<file path="config.mk">
export PLATFORM = sky130hd
export DESIGN_NAME = btb_maint_ctrl
export DESIGN_NICKNAME = d
export VERILOG_FILES = /design/src/rtl/btb_maint_ctrl.sv
export SDC_FILE = /design/constraint.sdc
export NUM_CORES = 1
export LEC_CHECK = 0
export CAP_MARGIN = 20
export CORE_ASPECT_RATIO = 0.7
export CORE_MARGIN = 2
export CORE_UTILIZATION = 48
export DETAILED_ROUTE_END_ITERATION = 10
export PLACE_DENSITY = 0.83
export SYNTH_ARGS = -nofsm -noshare
export SYNTH_HDL_FRONTEND = slang
export SYNTH_SLANG_ARGS = --single-unit
</file>
<file path="constraint.sdc">
create_clock -name clk -period 3.2 [get_ports clk]
set_clock_uncertainty 0.05 [all_clocks]
set_input_delay 0.96 -clock clk [delete_from_list [all_inputs] [get_ports clk]]
set_output_delay 0.96 -clock clk [all_outputs]
set_load 0.01 [all_outputs]
</file>
<file path="src/rtl/btb_maint_ctrl.sv">
// BTB maintenance controller: clears every entry after reset or flush, gates lookup
// until the pipeline drains, arbitrates the single BTB write port and keeps branch statistics.
module btb_maint_ctrl #(
    parameter int DEPTH      = 512,
    parameter int IDX_W      = 9,
    parameter int DATA_W     = 25,
    parameter int CNT_W      = 16,
    parameter int SETTLE_CYC = 2
) (
    input  logic              clk,
    input  logic              rst_n,
    input  logic              flush_req,
    input  logic              upd_we,
    input  logic [IDX_W-1:0]  upd_idx,
    input  logic [DATA_W-1:0] upd_wdata,
    input  logic              inc_br_cnt,
    input  logic              inc_hit_cnt,
    input  logic              inc_mispr_cnt,
    input  logic [1:0]        stat_sel,
    input  logic              stat_clr,
    output logic              mem_we,
    output logic [IDX_W-1:0]  mem_idx,
    output logic [DATA_W-1:0] mem_wdata,
    output logic              btb_en,
    output logic              flush_busy,
    output logic              flush_done,
    output logic [CNT_W-1:0]  stat_rdata
);

    localparam int SET_W = (SETTLE_CYC > 1) ? $clog2(SETTLE_CYC) : 1;

    typedef enum logic [1:0] {
        ST_FLUSH  = 2'd0,
        ST_SETTLE = 2'd1,
        ST_RUN    = 2'd2
    } state_t;

    state_t             state;
    logic [IDX_W-1:0]   ptr;
    logic [SET_W-1:0]   settle_cnt;
    logic [CNT_W-1:0]   cnt_br;
    logic [CNT_W-1:0]   cnt_hit;
    logic [CNT_W-1:0]   cnt_mispr;
    logic [CNT_W-1:0]   cnt_drop;
    logic               drop_upd;

    function automatic logic [CNT_W-1:0] sat_inc(input logic [CNT_W-1:0] v, input logic inc);
        if (!inc || (&v))
            return v;
        return v + CNT_W'(1);
    endfunction

    // btb_en/flush_busy/flush_done are decoded from the next state so they move with it.
    always_ff @(posedge clk or negedge rst_n) begin
        if (!rst_n) begin
            state      <= ST_FLUSH;
            ptr        <= '0;
            settle_cnt <= '0;
            btb_en     <= 1'b0;
            flush_busy <= 1'b1;
            flush_done <= 1'b0;
        end else begin
            flush_done <= 1'b0;
            case (state)
                ST_FLUSH: begin
                    btb_en     <= 1'b0;
                    flush_busy <= 1'b1;
                    if (flush_req) begin
                        ptr <= '0;
                    end else if (ptr == IDX_W'(DEPTH - 1)) begin
                        state      <= ST_SETTLE;
                        ptr        <= '0;
                        settle_cnt <= '0;
                    end else begin
                        ptr <= ptr + IDX_W'(1);
                    end
                end
                ST_SETTLE: begin
                    if (flush_req) begin
                        state      <= ST_FLUSH;
                        ptr        <= '0;
                        btb_en     <= 1'b0;
                        flush_busy <= 1'b1;
                    end else if (settle_cnt == SET_W'(SETTLE_CYC - 1)) begin
                        state      <= ST_RUN;
                        btb_en     <= 1'b1;
                        flush_busy <= 1'b0;
                        flush_done <= 1'b1;
                    end else begin
                        settle_cnt <= settle_cnt + SET_W'(1);
                        btb_en     <= 1'b0;
                        flush_busy <= 1'b1;
                    end
                end
                ST_RUN: begin
                    if (flush_req) begin
                        state      <= ST_FLUSH;
                        ptr        <= '0;
                        btb_en     <= 1'b0;
                        flush_busy <= 1'b1;
                    end else begin
                        btb_en     <= 1'b1;
                        flush_busy <= 1'b0;
                    end
                end
                default: begin
                    state      <= ST_FLUSH;
                    ptr        <= '0;
                    btb_en     <= 1'b0;
                    flush_busy <= 1'b1;
                end
            endcase
        end
    end

    // The BTB samples the write port on the falling edge, so these stay combinational.
    always_comb begin
        mem_we    = 1'b0;
        mem_idx   = '0;
        mem_wdata = '0;
        case (state)
            ST_FLUSH: begin
                mem_we  = 1'b1;
                mem_idx = ptr;
            end
            ST_RUN: begin
                mem_we    = upd_we;
                mem_idx   = upd_idx;
                mem_wdata = upd_wdata;
            end
            default: ;
        endcase
    end

    assign drop_upd = upd_we && (state != ST_RUN);

    always_ff @(posedge clk or negedge rst_n) begin
        if (!rst_n) begin
            cnt_br    <= '0;
            cnt_hit   <= '0;
            cnt_mispr <= '0;
            cnt_drop  <= '0;
        end else if (stat_clr) begin
            cnt_br    <= '0;
            cnt_hit   <= '0;
            cnt_mispr <= '0;
            cnt_drop  <= '0;
        end else begin
            cnt_br    <= sat_inc(cnt_br, inc_br_cnt);
            cnt_hit   <= sat_inc(cnt_hit, inc_hit_cnt);
            cnt_mispr <= sat_inc(cnt_mispr, inc_mispr_cnt);
            cnt_drop  <= sat_inc(cnt_drop, drop_upd);
        end
    end

    always_comb begin
        stat_rdata = cnt_br;
        case (stat_sel)
            2'd0:    stat_rdata = cnt_br;
            2'd1:    stat_rdata = cnt_hit;
            2'd2:    stat_rdata = cnt_mispr;
            default: stat_rdata = cnt_drop;
        endcase
    end

endmodule

</file>
==> results by group <==
Timing
  • Final setup viols: 0
  • Slew of the pin with the lowest slew margin: roughly 0.88 ns
  • Hold Slack: 0.510 ns
  • Fin. Hold Viols: 0
  • Slew headroom: between 40% and 50%
  • Fmax: 317 MHz
  • Setup slack after layout: about 0.045 ns
  • Final worst-path cycle share: between 90% and 100%
  • Final Max Tran Viols: 0
  • Min Tclk post-route: about 3.2 ns
  • Unrepaired setup endpoints after global routing: false

Clock network
  • Root Driver: clkbuf_16
  • TritonCTS Buffers: 9
  • Setup bufs post-CTS: 0
  • Htree depth: 3
  • Clk sinks: 79
  • Hold buffer count at CTS: 0
  • Max clock buf depth: 2
  • Clock transition at the registers of the reported paths: 0.06 ns
  • TritonCTS clock tree: done
  • Worst skew pair latency: 0.34 ns

Route
  • Total Wirelength: roughly 14,000 um
  • Antenna Nets Post-Route: 0
  • DR vias: approximately 4,800
  • DRC Markers: 0
  • Drt pass-1 iters: 5
  • Avg WL per Cell: ~19 um
  • Iter 0 DRT Violations: approximately 380
  • Vias per std cell: ~6.3

Logic synthesis
  • Mux cell area share after synthesis: 9.39%
  • Post-synth top flop: dfrtp_1
  • Avg Cell Area, Syn: approximately 9.5 um^2
  • Post-synth EDFFs: 0
  • Synth Register Bits: 79
  • Top cells by area, synth: dfrtp_1, mux4_2, and2_1, a21oi_1, nand4_1
  • Synth Area in Adders: approximately 2.2%
  • Synthesized cell area: 5010 um^2
  • Mapped Cells: around 530
  • Register area share after synthesis: 39.5%
  • Post-Synth Simple-Gate Area: between 20 and 30%
  • FFs w/ async S/R, synth: 100%
  • Synth cell types: 66
  • Leading area contributor after synthesis: dfrtp_1
  • Synth Area in XOR/XNOR: between 1 and 1.5%
  • Synth Area in Compound Gates: about 17%
  • Syn nets: 581
  • Yosys top cell area share: approximately two fifths
  • Largest family of logic cells by synthesized area: simple AND/OR/NAND/NOR gates
  • Synth warnings: 0

Finish
  • Fraction of layout cells with a size suffix above 1: 11.1%
  • P&R area growth vs syn: 29.4%
  • # fillers: about 840
  • Nets@finish: 679
  • Post-route cell area: between 6000 and 7000 um^2
  • N_diodes: 0

Power and ir drop
  • Clock share of power: between 30% and 40%
  • Peak VDD IR: around 0.00036 V
  • Comb power frac: a little under a quarter
  • Lkg Pwr: 2.59 nW
  • Sequential share of power: about two fifths
  • Total Power: between 2 and 3 mW
  • Switch share: between 20% and 30%
  • P_int: ~2 mW
  • Pwr/cell area: between 400 and 500 nW/um^2
  • Switch Pwr: 0.761 mW

Die
  • I/O pin cnt: slightly below 100
  • Row count: 31
  • Die ar.: between 10,000 and 15,000 um^2
  • Die Ht: approximately 89 um
  • Initial Util: between 40% and 50%
  • CORE AREA: about 10,000 um^2
  • Die Wd: 126 um

Placed design
  • Port Buffers: between 90 and 100
  • Placed inst area: just over 6000 um^2
  • Place WS: -0.542 ns
  • RD Place Congestion: about 0.88
  • Final HPWL DP: just over 10,000 um

Critical path
  • Crit start category: primary input
  • Worst EP required: about 2.2 ns
  • Critical path class: primary input to output pin
  • CP Capture Type: output pin
  • Critical path arrival: around 2.1 ns
  • CP max FO: 8

Job
  • Total of max-cap violations: 0

Global routing
  • GRT Util Overall: between 20% and 30%
  • GRT overflow: 0
  • First-pass GRT wire length: 22,900 um
  • Vias in the first global route: approximately 4,700
  • Initial antenna violation count: 0
  • Largest net degree at the start of global routing: 49

Run status
  • Status: finished clean

Hold path
  • Hold Path Class: flip-flop to flip-flop
sequential cells by signal, indices dropped and copies added, names as in the netlist:
signal      cells
flush_done      1
ptr             9
cnt_mispr      16
cnt_br         16
settle_cnt      1
state           2
cnt_hit        16
flush_busy      1
cnt_drop       16
btb_en          1
worst max-delay path, cell delays in order:
cell and delay (ns):
buf_2 0.16, buf_12 0.17, mux4_1 0.55, dlygate4sd2_1 0.30
metrics by stage:
| step | util, % | TNS [ns] | std cells |
|---|---|---|---|
| 6_report | 63.3 | 0 | 763 |
| 5_1_grt | 63.3 | 0 | 763 |
| 4_1_cts | 63.2 | 0 | 762 |
| 3_5_place_dp | 60.1 | -7.71 | 745 |
| 3_3_place_gp | 60.1 | -7.50 | 745 |
| 2_1_floorplan | - | 0 | 528 |
layout by cell type, fill, tap and decap left out, types with 5 or more instances in the layout:
cell type,Yosys,layout
nor2b_1,11,11
dlygate4sd2_1,0,15
and4_1,11,11
dfrtp_1,78,78
a21oi_1,39,39
mux2_2,5,5
nand4_1,25,25
o211ai_1,5,5
nor3_1,6,6
nand2_1,29,29
clkdlybuf4s50_1,0,77
mux2i_1,5,5
inv_1,12,12
nor2_1,32,32
nand3_1,27,27
xor2_1,6,6
mux4_2,15,15
o21ai_0,29,29
clkbuf_16,0,9
a22o_1,9,9
ha_1,9,8
or3_1,22,22
buf_4,0,13
or4_1,9,9
o31ai_1,10,10
o41ai_1,5,5
and2_1,33,33
nor4_1,7,7
power groups by stage:
stage	logic, mW	clock network [mW]	registers (mW)
2_1_floorplan	0.334	0	1.09
3_3_place_gp	0.628	0	1.11
3_5_place_dp	0.641	0	1.11
4_1_cts	0.649	1.06	1.09
5_1_grt	0.714	1.10	1.10
6_report	0.645	1.05	1.09
logic make-up (layout without fill, tap and decap cells):
logic type | after synthesis | count (layout)
adders and majority gates | 9 | 9
AOI/OAI and AO/OA | 132 | 132
xor gates and xnor gates | 7 | 7
buffers and inverters | 40 | 143
DFF | 79 | 79
muxes | 26 | 26
and+or+nand+nor | 235 | 235
path summary, 6_finish.rpt:
path | end | slack [ns] | cells past startpoint | from
max | stat_rdata[2] | 0.05 | 4 | stat_sel[0]
min | cnt_br[12] | 0.51 | 1 | cnt_br[12]
max reg2reg | cnt_drop[14] | 0.84 | 7 | state[0]
min reg2reg | cnt_br[12] | 0.51 | 1 | cnt_br[12]
max in group asynchronous | flush_busy | 1.74 | 2 | rst_n
min in group asynchronous | cnt_br[14] | 0.58 | 1 | rst_n
cell usage after synthesis (11+ instances only):
cell and instances:
dfrtp_1 78, a21oi_1 39, and2_1 33, nor2_1 32, nand2_1 29, o21ai_0 29
nand3_1 27, nand4_1 25, or3_1 22, clkbuf_1 18, mux4_2 15, inv_1 12
and4_1 11, nor2b_1 11
what timing repair did:
action	4_1_cts	5_1_grt
gates resized for setup	26	2
endpoints found under the setup margin	16	10
endpoints found under the hold margin	0	0
cloned	1	0
final cells by class:
class	instances	area [um^2]	area share, %
inverters	13	48.8	0.753
repair buffers	114	1110	17.1
well taps	132	165	2.55
multi-input cells	409	2870	44.3
flip-flops and latches	79	1980	30.5
clock inverters	5	56.3	0.868
clock buffers	11	253	3.90
layer usage:
layer  up-vias  global-route usage [%]  part of all wire, %
li1       2236                       -                    -
met1      2349                    33.0                   42
met2       239                    44.8                   49
met3        18                    5.39                  7.3
met4         0                    8.49                  1.7
met5         -                       0                    0
No activity file was read; power rests on OpenSTA's default activity.
